$ cat config.mk
export PLATFORM = sky130hd
export DESIGN_NAME = axil_master_cmd
export DESIGN_NICKNAME = d
export VERILOG_FILES = /design/src/rtl/axil_pkg.sv /design/src/rtl/axil_master_cmd.sv
export SDC_FILE = /design/constraint.sdc
export NUM_CORES = 1
export LEC_CHECK = 0
export BUFFER_PORTS_ARGS = -buffer_cell sky130_fd_sc_hd__buf_4
export CORE_ASPECT_RATIO = 0.75
export CORE_MARGIN = 2
export CORE_UTILIZATION = 48
export CTS_BUF_LIST = sky130_fd_sc_hd__clkbuf_8 sky130_fd_sc_hd__clkbuf_16
export CTS_CLUSTER_DIAMETER = 200
export DETAILED_ROUTE_END_ITERATION = 6
export PLACE_DENSITY_LB_ADDON = 0.3
export SYNTH_ARGS = -nofsm -noshare
export SYNTH_HDL_FRONTEND = slang
export SYNTH_SLANG_ARGS = --single-unit
$ cat constraint.sdc
create_clock -name aclk -period 2.3 [get_ports aclk]
set_input_delay 0.345 -clock aclk [delete_from_list [all_inputs] [get_ports aclk]]
set_output_delay 0.345 -clock aclk [all_outputs]
set_load 0.02 [all_outputs]
$ cat src/rtl/axil_pkg.sv
// rtl/axil_pkg.sv - shared AXI-Lite response codes and command master FSM states
package axil_pkg;

    typedef enum logic [1:0] {
        OKAY   = 2'b00,
        EXOKAY = 2'b01,
        SLVERR = 2'b10,
        DECERR = 2'b11
    } resp_t;

    typedef enum logic [2:0] {
        IDLE   = 3'd0,
        WR     = 3'd1,
        WAIT_B = 3'd2,
        RD     = 3'd3,
        WAIT_R = 3'd4,
        RSP    = 3'd5
    } state_t;

endpackage

$ cat src/rtl/axil_master_cmd.sv
// rtl/axil_master_cmd.sv - command/response stream to single AXI-Lite transaction master
module axil_master_cmd
    import axil_pkg::*;
#(
    parameter int AXI_DATA_WIDTH = 32,
    parameter int AXI_ADDR_WIDTH = 32,
    parameter int TIMEOUT_CYCLES = 1024,
    parameter int ERR_CNT_WIDTH  = 8
) (
    input  logic                          aclk,
    input  logic                          aresetn,
    input  logic                          cmd_valid,
    output logic                          cmd_ready,
    input  logic                          cmd_we,
    input  logic [AXI_ADDR_WIDTH-1:0]     cmd_addr,
    input  logic [AXI_DATA_WIDTH-1:0]     cmd_wdata,
    input  logic [AXI_DATA_WIDTH/8-1:0]   cmd_wstrb,
    output logic                          rsp_valid,
    input  logic                          rsp_ready,
    output logic                          rsp_we,
    output logic [AXI_DATA_WIDTH-1:0]     rsp_rdata,
    output logic [1:0]                    rsp_resp,
    output logic [AXI_ADDR_WIDTH-1:0]     m_axil_awaddr,
    output logic [2:0]                    m_axil_awprot,
    output logic                          m_axil_awvalid,
    input  logic                          m_axil_awready,
    output logic [AXI_DATA_WIDTH-1:0]     m_axil_wdata,
    output logic [AXI_DATA_WIDTH/8-1:0]   m_axil_wstrb,
    output logic                          m_axil_wvalid,
    input  logic                          m_axil_wready,
    input  logic [1:0]                    m_axil_bresp,
    input  logic                          m_axil_bvalid,
    output logic                          m_axil_bready,
    output logic [AXI_ADDR_WIDTH-1:0]     m_axil_araddr,
    output logic [2:0]                    m_axil_arprot,
    output logic                          m_axil_arvalid,
    input  logic                          m_axil_arready,
    input  logic [AXI_DATA_WIDTH-1:0]     m_axil_rdata,
    input  logic [1:0]                    m_axil_rresp,
    input  logic                          m_axil_rvalid,
    output logic                          m_axil_rready,
    output logic [ERR_CNT_WIDTH-1:0]      err_cnt,
    output logic                          timeout_flag,
    input  logic                          err_clr
);

    localparam int WD_W = (TIMEOUT_CYCLES > 2) ? $clog2(TIMEOUT_CYCLES) : 1;
    localparam logic [WD_W-1:0] WD_LAST = WD_W'(TIMEOUT_CYCLES - 1);
    localparam logic [ERR_CNT_WIDTH-1:0] ERR_MAX = '1;

    state_t          state;
    logic [WD_W-1:0] wd_cnt;
    logic            busy;
    logic            err_inc;
    logic            aw_next;
    logic            w_next;

    assign m_axil_awprot = 3'b000;
    assign m_axil_arprot = 3'b000;

    always_comb begin
        busy    = state inside {WR, WAIT_B, RD, WAIT_R};
        err_inc = ((state == WAIT_B) && m_axil_bvalid && (m_axil_bresp != OKAY)) ||
                  ((state == WAIT_R) && m_axil_rvalid && (m_axil_rresp != OKAY));
        // A channel stays valid only while its own handshake is still outstanding.
        aw_next = m_axil_awvalid && !m_axil_awready;
        w_next  = m_axil_wvalid && !m_axil_wready;
    end

    always_ff @(posedge aclk or negedge aresetn) begin
        if (!aresetn) begin
            state          <= IDLE;
            cmd_ready      <= 1'b0;
            rsp_valid      <= 1'b0;
            rsp_we         <= 1'b0;
            rsp_rdata      <= '0;
            rsp_resp       <= 2'b00;
            m_axil_awaddr  <= '0;
            m_axil_awvalid <= 1'b0;
            m_axil_wdata   <= '0;
            m_axil_wstrb   <= '0;
            m_axil_wvalid  <= 1'b0;
            m_axil_bready  <= 1'b0;
            m_axil_araddr  <= '0;
            m_axil_arvalid <= 1'b0;
            m_axil_rready  <= 1'b0;
        end else begin
            case (state)
                IDLE: begin
                    cmd_ready <= 1'b1;
                    if (cmd_valid && cmd_ready) begin
                        cmd_ready <= 1'b0;
                        rsp_we    <= cmd_we;
                        if (cmd_we) begin
                            m_axil_awaddr  <= cmd_addr;
                            m_axil_wdata   <= cmd_wdata;
                            m_axil_wstrb   <= cmd_wstrb;
                            m_axil_awvalid <= 1'b1;
                            m_axil_wvalid  <= 1'b1;
                            state          <= WR;
                        end else begin
                            m_axil_araddr  <= cmd_addr;
                            m_axil_arvalid <= 1'b1;
                            state          <= RD;
                        end
                    end
                end
                WR: begin
                    m_axil_awvalid <= aw_next;
                    m_axil_wvalid  <= w_next;
                    if (!aw_next && !w_next) begin
                        m_axil_bready <= 1'b1;
                        state         <= WAIT_B;
                    end
                end
                WAIT_B: begin
                    if (m_axil_bvalid) begin
                        m_axil_bready <= 1'b0;
                        rsp_resp      <= m_axil_bresp;
                        rsp_rdata     <= '0;
                        rsp_valid     <= 1'b1;
                        state         <= RSP;
                    end
                end
                RD: begin
                    if (m_axil_arready) begin
                        m_axil_arvalid <= 1'b0;
                        m_axil_rready  <= 1'b1;
                        state          <= WAIT_R;
                    end
                end
                WAIT_R: begin
                    if (m_axil_rvalid) begin
                        m_axil_rready <= 1'b0;
                        rsp_rdata     <= m_axil_rdata;
                        rsp_resp      <= m_axil_rresp;
                        rsp_valid     <= 1'b1;
                        state         <= RSP;
                    end
                end
                RSP: begin
                    if (rsp_ready) begin
                        rsp_valid <= 1'b0;
                        cmd_ready <= 1'b1;
                        state     <= IDLE;
                    end
                end
                default: state <= IDLE;
            endcase
        end
    end

    // Watchdog only flags; a stuck transaction keeps waiting since a valid cannot be withdrawn.
    always_ff @(posedge aclk or negedge aresetn) begin
        if (!aresetn) begin
            wd_cnt       <= '0;
            timeout_flag <= 1'b0;
            err_cnt      <= '0;
        end else begin
            if (state == IDLE) begin
                wd_cnt <= '0;
            end else if (busy && (wd_cnt != WD_LAST)) begin
                wd_cnt <= wd_cnt + 1'b1;
            end

            if (err_clr) begin
                timeout_flag <= 1'b0;
            end else if (busy && (wd_cnt == WD_LAST)) begin
                timeout_flag <= 1'b1;
            end

            if (err_clr) begin
                err_cnt <= '0;
            end else if (err_inc && (err_cnt != ERR_MAX)) begin
                err_cnt <= err_cnt + 1'b1;
            end
        end
    end

endmodule
==> results.tsv, run 1 <==
metric	value	unit
status	complete, no violations	
layout cell share with drive strength beyond 1	49.28	%
vias in the first global route	5568	
Site Rows	37	
Post-Route WL	17.63	mm
final hold violation count	0	
minimum clock period	2067	ps
sequential area share after synthesis	60.68	%
via-per-instance ratio	5.345	
HP Class	in -> reg	
worst vdd ir	709.3	uV
worst skew pair latency	420	ps
Max-slew headroom	33.11	%
GRT met3 Usage	7.548	%
antenna-violating nets left	0	
pin count of the biggest net entering global routing	72	
dominant synthesized flop cell	dfrtp_1	
#FFs+latches synth	164	
Power Total	0.01357	W
Final setup violation count	0	
RSZ-0062 raised after global routing	no	
Synth Cell Area	6763	um^2
layout net count	940	
Post-Syn Area per Cell	12.19	um^2
first-pass detailed-route iteration total	4	
max cap viols	0	
hold_sp	m_axil_awready	
initial antenna violation count	0	
critical path arrival	2300	ps
detailed placer's ending HPWL	12.92	mm
I/O pins	272	
max-slew violation count	0	
n_diodes	0	
async set-reset flop share out of synthesis	100.0	%
Layout Area Growth over Synthesis	40.89	%
Worst Setup SP	state[1]	
CTS Buf Count	17	
synth unique cells	51	
period utilisation layout	89.87	%
clk buf depth	2	
global route total overflow	0	
Final TNS setup	0	ps
Clock Skews	10.16	ps
CP Capture Type	flop	
EDFF count, synth	0	
die width	141.1	um
PD cells	1424	nW/um^2
drt initial violations	290	
clock sink count	164	
die footprint	15060	um^2
Worst setup SP type	flop	
Max Freq	483.8	MHz
Yosys top cell area share	60.68	%
clk root buf	clkbuf_16	
# H-tree levels	4	
crit path kind	reg -> reg	
Vias	5382	
GR Util met2	40.95	%
Core Region	13750	um^2
Area contributors post-synth	dfrtp_1 61%, mux2_2 17%, nand2_1 4.5%, o21ai_0 3.0%, a21oi_1 1.5%	
IO Port Bufs	265	
CTS tree	done	
wire per inst	17.51	um
Most Crowded Layer GR	met2	
GR met1 Demand/Resource	28.60	%
Starting Density	49.19	%
die height	106.8	um
Critical Path Fanout Max	69	
DRC viols	0	
GR Util All Layers	23.73	%
Critical R2R Launch	state[1]	
Synth area leader	dfrtp_1	
Slew @ Worst Pin	1003	ps
global-route wire length before repair	28.00	mm
Post-CTS Setup Inserts	0	
P_leak	4.637	nW
Synth Warn #	0	
Mapped Cells	555	
worst endpoint required time	2540	ps
GP Congestion	0.8213	
Clock Pin Slew Worst Setup and Hold Paths	60	ps
## placed cells by master (no fill, tap or decap), types with 5 or more instances in the layout
cell type	instances
a21oi_1	20
dfrtp_1	164
o21ai_0	41
clkbuf_16	17
mux2_2	102
a31oi_1	5
buf_4	275
nand2_1	81
nor2_1	10
a211oi_1	5
nor3_1	6
nand3_1	6
conb_1	6
inv_1	12
## flip-flops by register name, summed over array words and instances, names as in the netlist, 2 cells and up
signal / count
m_axil_araddr: 32
m_axil_awaddr: 32
m_axil_wdata: 32
rsp_rdata: 32
wd_cnt: 10
err_cnt: 8
m_axil_wstrb: 4
state: 3
rsp_resp: 2
## metal layers
metal	share of wire, %	wire length, um
met5	0	0
met4	1.2	219
met3	8.4	1483
met2	50	8852
met1	40	7075
## layout make-up
type	instances	area [um^2]
Inverter	8	30.03
Sequential cell	164	4104
Clock buffer	18	439.2
Timing Repair Buffer	280	2146
Multi-Input combinational cell	352	2492
Tap cell	175	219.0
Clock inverter	10	97.59
Fill cell	990	4222
## logic make-up (layout without fill, tap and decap cells)
| family | after synthesis | count (layout) | synth area share [%] |
|---|---|---|---|
| buffers and inverters | 44 | 316 | 2.868 |
| AND/OR/NAND/NOR | 140 | 140 | 9.676 |
| flip-flops | 164 | 164 | 60.68 |
| other | 1 | 6 | 0.05545 |
| AO/OA/AOI/OAI | 100 | 100 | 9.066 |
| multiplexers | 104 | 104 | 17.28 |
| adder cells (fa/ha/maj) | 2 | 2 | 0.3700 |
## through the flow
stage	setup slack [ps]	util, %	hold slack [ps]	cell area, um^2	instances
CTS	255.9	69.30	108.6	9528	1007
detailed placement	279.1	65.32	331.4	8981	978
global route	14.95	69.30	123.7	9528	1007
finish	232.9	69.30	122.9	9528	1007
global placement	278.5	65.32	323.7	8981	978
floorplan	272.2	-	49.41	6782	560
## worst max-delay path, cell delays in order, from the launching register on
cell and delay [ps]:
dfrtp_1 460, buf_4 190, nand3b_1 150, a21o_2 810, o21ai_0 260
## cells in the mapped netlist (all sizes together) (2+ instances only)
cell type	instances
dfrtp	164
mux2	102
nand2	81
o21ai	41
clkbuf	24
a21oi	20
buf	12
nor2	11
inv	8
nor3	7
nand3	6
a211oi	5
a31oi	5
a21o	4
and3	4
nand3b	4
nand4	4
nor2b	4
or4	4
a221oi	3
nor3b	3
o31ai	3
a22oi	2
a41oi	2
and2	2
and4	2
ha	2
mux2i	2
nor4	2
o211a	2
or3	2
## worst paths after layout
| path | end | slack, ps | depth (start not counted) |
|---|---|---|---|
| setup / recovery | rsp_rdata[23] | 230 | 4 |
| hold / removal | m_axil_awvalid | 120 | 2 |
| setup reg to reg | rsp_rdata[23] | 230 | 4 |
| min in group asynchronous | m_axil_wdata[28] | 460 | 2 |
| hold reg to reg | rsp_rdata[17] | 490 | 2 |
| max in group asynchronous | m_axil_awaddr[27] | 1100 | 3 |
## power by group
group / leakage [nW] / internal (W) / switching [W]
logic: 2.29 / 0.00279 / 0.00325
registers: 2.07 / 0.00413 / 0.000763
clock network: 0.278 / 0.00158 / 0.00105
total: 4.64 / 0.00850 / 0.00507
## what timing repair did
item                      in CTS  in global routing
hold buffers                   1                  0
resized for setup              0                  0
hold endpoints to repair      50                  0
No activity file was read; power rests on OpenSTA's default activity.
==> inputs of run 2 (changes only) <==
Settings changed: CORE_UTILIZATION 48 to 52.
Clock period 2.3 ns to 2.4 ns, I/O delays scaled along.
==> results.tsv, run 2 (synthesis gave the netlist of run 1 again) <==
metric	value	unit	change
status	complete, no violations		
Starting Density	52.68	%	+3.5 points
die width	135.7	um	-3.8%
sequential power share	34.5	%	-1.6 points
layout cell share with drive strength beyond 1	49.82	%	+0.54 points
worst skew pair latency	430	ps	about the same
first-pass detailed-route iteration total	5		+1
Core Region	12840	um^2	-6.6%
DRC viols	0		unchanged
commonest non-fill, non-tap cells in the layout	272 x buf_4, 164 x dfrtp_1, 102 x mux2_2, 81 x nand2_1, 41 x o21ai_0		
r2r worst-path depth	4		unchanged
Critical Path Fanout Max	12		-83%
Final setup violation count	0		unchanged
Worst setup SP type	flop		
# resized after CTS	0		unchanged
Slew @ Worst Pin	755.7	ps	-247.7 ps
via-per-instance ratio	5.426		+1.5%
Clock Pin Slew Worst Setup and Hold Paths	60	ps	about the same
wire per inst	17.99	um	+2.7%
minimum clock period	2018	ps	-49.20 ps
Max-slew headroom	49.62	%	+17 points
max-slew violation count	0		unchanged
CP Capture Type	flop		
crit-path max cell delay	470	ps	-340 ps
global-route wire length before repair	26.98	mm	-3.6%
clk buf depth	2		unchanged
worst endpoint required time	2700	ps	+160 ps
clock share of power	22.2	%	+2.8 points
NetSw	0.005052	W	-0.31%
layout net count	939		-0.11%
critical path arrival	2320	ps	+20 ps
drt initial violations	356		+23%
worst vdd ir	856.4	uV	+21%
final hold violation count	0		unchanged
GR Util All Layers	25.27	%	+1.5 points
Vias	5459		+1.4%
pin count of the biggest net entering global routing	79		+9.7%
antenna-violating nets left	0		unchanged
Post-Route WL	18.09	mm	+2.6%
RSZ-0062 raised after global routing	no		
IO Port Bufs	265		unchanged
global route total overflow	0		unchanged
vias in the first global route	5264		-5.5%
PD cells	1404	nW/um^2	-1.4%
Max Freq	495.6	MHz	+2.4%
internal power	0.008497	W	about the same
Layout Area Growth over Synthesis	42.74	%	
CTS Buf Count	17		unchanged
most common cell after layout, fill and taps aside	buf_4		
CP Cell Sequence	or3b_1 -> o22a_1 -> nor4_1 -> mux2_2		
Net Sw Frac	37.29	%	-0.070 points
die footprint	13940	um^2	-7.4%
crit path kind	reg -> reg		
GP Congestion	0.8412		+2.4%
max cap viols	0		unchanged
# H-tree levels	4		unchanged
n_diodes	0		unchanged
Site Rows	36		-2.7%
die height	102.8	um	-3.8%
HP Class	in -> reg		
Final TNS setup	0	ps	unchanged
P_leak	4.687	nW	+1.1%
CP Buf/Inv Count	0		-1
period utilisation layout	84.08	%	-5.8 points
initial antenna violation count	0		unchanged
clk root buf	clkbuf_16		
slowest CP cell	or3b_1		
Hold Crit Depth	2		unchanged
Clock Skews	9.293	ps	-0.8646 ps
Levels on crit path	4		unchanged
DP Worst Slack	410.4	ps	+131.3 ps
I/O pins	272		unchanged
detailed placer's ending HPWL	12.91	mm	about the same
clock sink count	164		unchanged
CTS tree	done		
CP delay by family, top	simple AND/OR/NAND/NOR gates		
layout filler cell count	859		-13%
Worst Setup Slack, final	382.1	ps	+149.2 ps
Comb pwr share	43.2	%	-1.3 points
## run 2: changes by cell type in the layout (fill, tap and decap cells not counted), moves of 2 or more
cell,change
inv_1,-4
inv_6,+4
buf_4,-3
bufinv_16,+3
buf_12,+2
## run 2: power groups by stage
stage / sequential (W) / clock (W) / combinational, W
2_1_floorplan: 0.00599 / 0 / 0.00183
3_3_place_gp: 0.00459 / 0 / 0.00568
3_5_place_dp: 0.00469 / 0 / 0.00586
4_1_cts: 0.00467 / 0.00305 / 0.00590
5_1_grt: 0.00481 / 0.00318 / 0.00625
6_report: 0.00468 / 0.00301 / 0.00586
## run 2: final cells by class
type	count	area (um^2)	share of cell area, %
Clock buffer	17	425.4	4.407
Timing Repair Buffer	279	2163	22.41
Clock inverter	15	225.2	2.333
Sequential cell	164	4104	42.51
Tap cell	171	214.0	2.216
Multi-Input combinational cell	352	2491	25.81
Inverter	8	30.03	0.3111
## run 2: worst paths after layout
kind,from,endpoint,slack (ps)
worst max-delay path,state[0],err_cnt[5],380
worst min-delay path,m_axil_awready,m_axil_awvalid,140
worst max register to register,state[0],err_cnt[5],380
worst min register to register,rsp_rdata[27],rsp_rdata[27],480
max in group asynchronous,aresetn,wd_cnt[0],1170
min in group asynchronous,aresetn,rsp_rdata[8],550
## run 2: layer usage
metal	share of wire, %	track usage (%)	up-vias	wire (um)
li1	-	-	2497	-
met1	38	29.85	2703	6823
met2	53	44.95	226	9610
met3	6.8	6.588	33	1226
met4	2.4	9.696	0	433
met5	0	0	-	0
## run 2: repair_timing
item                       4_1_cts  5_1_grt
hold endpoints to repair         8        0
setup endpoints to repair        0        0
hold buffers                     1        0
setup buffers                    0        0
## run 2: per-stage QoR
stage	cell area (um^2)	hold WS [ps]	total power, W	std cells	utilization, %
detailed placement	8992	450.1	0.01055	973	70.05
CTS	9653	115.9	0.01362	1006	75.19
global placement	8992	440.4	0.01028	973	70.05
finish	9653	135.3	0.01355	1006	75.19
global route	9653	120.0	0.01423	1006	75.19
floorplan	6782	64.41	0.007822	560	-
==> inputs of run 3 (changes only) <==
Settings changed: CORE_UTILIZATION 52 to 44.
Clock period 2.4 ns to 1.6 ns, I/O delays scaled along.
==> results.tsv, run 3 (synthesis gave the netlist of run 1 again) <==
metric	value	unit	change
CP Cell Sequence	buf_4 -> o21bai_1 -> o22a_4 -> buf_4 -> or3_4 -> a21oi_2		
Core Util, Final	78.21	%	+3.0 points
max-slew violation count	0		unchanged
IO Port Bufs	265		unchanged
global route total overflow	0		unchanged
most common cell after layout, fill and taps aside	buf_4		
worst vdd ir	1158	uV	+35%
RSZ-0062 raised after global routing	yes		
clock sink count	164		unchanged
Slew @ Worst Pin	570.1	ps	-185.6 ps
die footprint	16390	um^2	+18%
n_diodes	0		unchanged
wire per inst	21.19	um	+18%
CP Capture Type	flop		
Clock Pin Slew Worst Setup and Hold Paths	70	ps	about the same
slowest CP cell	dfrtp_1		
first-pass detailed-route iteration total	5		unchanged
Site Rows	39		+8.3%
pin count of the biggest net entering global routing	46		-42%
minimum clock period	1826	ps	-191.9 ps
die width	147.2	um	+8.5%
DP Worst Slack	-268.4	ps	-678.8 ps
critical path arrival	2180	ps	-140 ps
Worst Setup Slack, final	-225.9	ps	-608.1 ps
drt initial violations	333		-6.5%
failing checks	setup timing		
vias in the first global route	6143		+17%
P_leak	5.683	nW	+21%
crit-path max cell delay	380	ps	-90 ps
# H-tree levels	4		unchanged
CTS Buf Count	17		unchanged
initial antenna violation count	0		unchanged
GP Congestion	0.8217		-2.3%
Vias	6006		+10%
antenna-violating nets left	0		unchanged
die height	111.4	um	+8.4%
layout cell share with drive strength beyond 1	66.09	%	+16 points
Starting Density	44.71	%	-8.0 points
worst endpoint required time	1950	ps	-750 ps
detailed placer's ending HPWL	13.02	mm	+0.84%
max cap viols	0		unchanged
CP Buf/Inv Count	2		+2
Post-Route WL	23.83	mm	+32%
I/O pins	272		unchanged
period utilisation layout	114.1	%	+30 points
HP Class	in -> reg		
clk buf depth	2		unchanged
Core Region	15130	um^2	+18%
DRC viols	0		unchanged
crit path kind	reg -> reg		
Clock Skews	9.513	ps	+0.2196 ps
Final setup violation count	137		+137
worst skew pair latency	420	ps	about the same
clk root buf	clkbuf_16		
via-per-instance ratio	5.339		-1.6%
global-route wire length before repair	33.42	mm	+24%
status	finished, violations left		
final hold violation count	0		unchanged
GR Util All Layers	26.29	%	+1.0 points
Max Freq	547.7	MHz	+11%
most frequent CP cell	buf_4		
PD cells	2040	nW/um^2	+45%
layout net count	1024		+9.1%
Worst setup SP type	flop		
CP delay by family, top	compound AO/OA/AOI/OAI gates		
Layout Area Growth over Synthesis	74.95	%	
Final TNS setup	-19020	ps	-19020 ps
Critical Path Fanout Max	6		-6
Max-slew headroom	61.59	%	+12 points
CTS tree	done		
commonest non-fill, non-tap cells in the layout	300 x buf_4, 164 x dfrtp_1, 67 x mux2_2, 43 x nand2_1, 35 x mux2_4		
-- run 3: cell types whose count changed in the layout (fill, tap and decap cells not counted), sizes merged --
cell / previous run / this run
clkinvlp: 0 / 3
bufinv: 5 / 3
clkinv: 5 / 2
buf: 278 / 353
inv: 13 / 15
clkbuf: 17 / 27
-- run 3: final cells by class --
type / instances / area, um^2
Timing Repair Buffer: 364 / 3531
Clock buffer: 17 / 425.4
Sequential cell: 164 / 4104
Tap cell: 205 / 256.5
Clock inverter: 15 / 196.4
Fill cell: 876 / 3296
Multi-Input combinational cell: 352 / 3288
Inverter: 8 / 30.03
-- run 3: through the flow --
step	total power, W	hold WS, ps	cell area, um^2	std cells
after global routing	0.02512	7.343	11830	1125
after floorplan	0.01206	-55.59	6963	560
after global placement	0.01611	211.1	9430	1036
final	0.02413	12.83	11830	1125
after detailed placement	0.01645	218.2	9430	1036
after CTS	0.02240	0.9784	10930	1105
-- run 3: per-layer routing --
layer | up-vias | GRT usage, % | routed length (um)
met5 | - | 0 | 0
met4 | 0 | 8.718 | 454
met3 | 36 | 5.574 | 1393
met2 | 254 | 44.36 | 12330
met1 | 3026 | 34.15 | 9651
li1 | 2690 | - | -
-- run 3: power by group --
group	leakage, nW	switching, W	total, W	internal (W)
clock network	0.297	0.00184	0.00434	0.00250
registers	2.07	0.00127	0.00721	0.00593
logic	3.32	0.00615	0.0126	0.00643
total	5.68	0.00926	0.0241	0.0149
-- run 3: worst register-to-register path, stage by stage, from the launching register on --
cell	delay [ps]
dfrtp_1	380
buf_4	170
o21bai_1	240
o22a_4	280
buf_4	170
or3_4	380
a21oi_2	130
-- run 3: what timing repair did --
| action | 4_1_cts | 5_1_grt |
|---|---|---|
| cloned | 16 | 13 |
| pin swaps | 19 | 58 |
| endpoints found under the setup margin | 155 | 159 |
| endpoints found under the hold margin | 38 | 0 |
| gates resized for setup | 102 | 144 |
| hold buffers | 1 | 0 |
| buffers inserted | 21 | 8 |
-- run 3: path summary, 6_finish.rpt --
check                              startpoint            end  slack [ps]  depth (start not counted)
worst max register to register       state[0]     err_cnt[0]        -230                          6
worst max-delay path                 state[0]     err_cnt[0]        -230                          6
worst min-delay path            m_axil_wready  m_axil_wvalid          10                          2
max in group asynchronous             aresetn  rsp_rdata[11]         710                          3
min in group asynchronous             aresetn     err_cnt[6]         330                          2
worst min register to register         rsp_we         rsp_we         490                          2
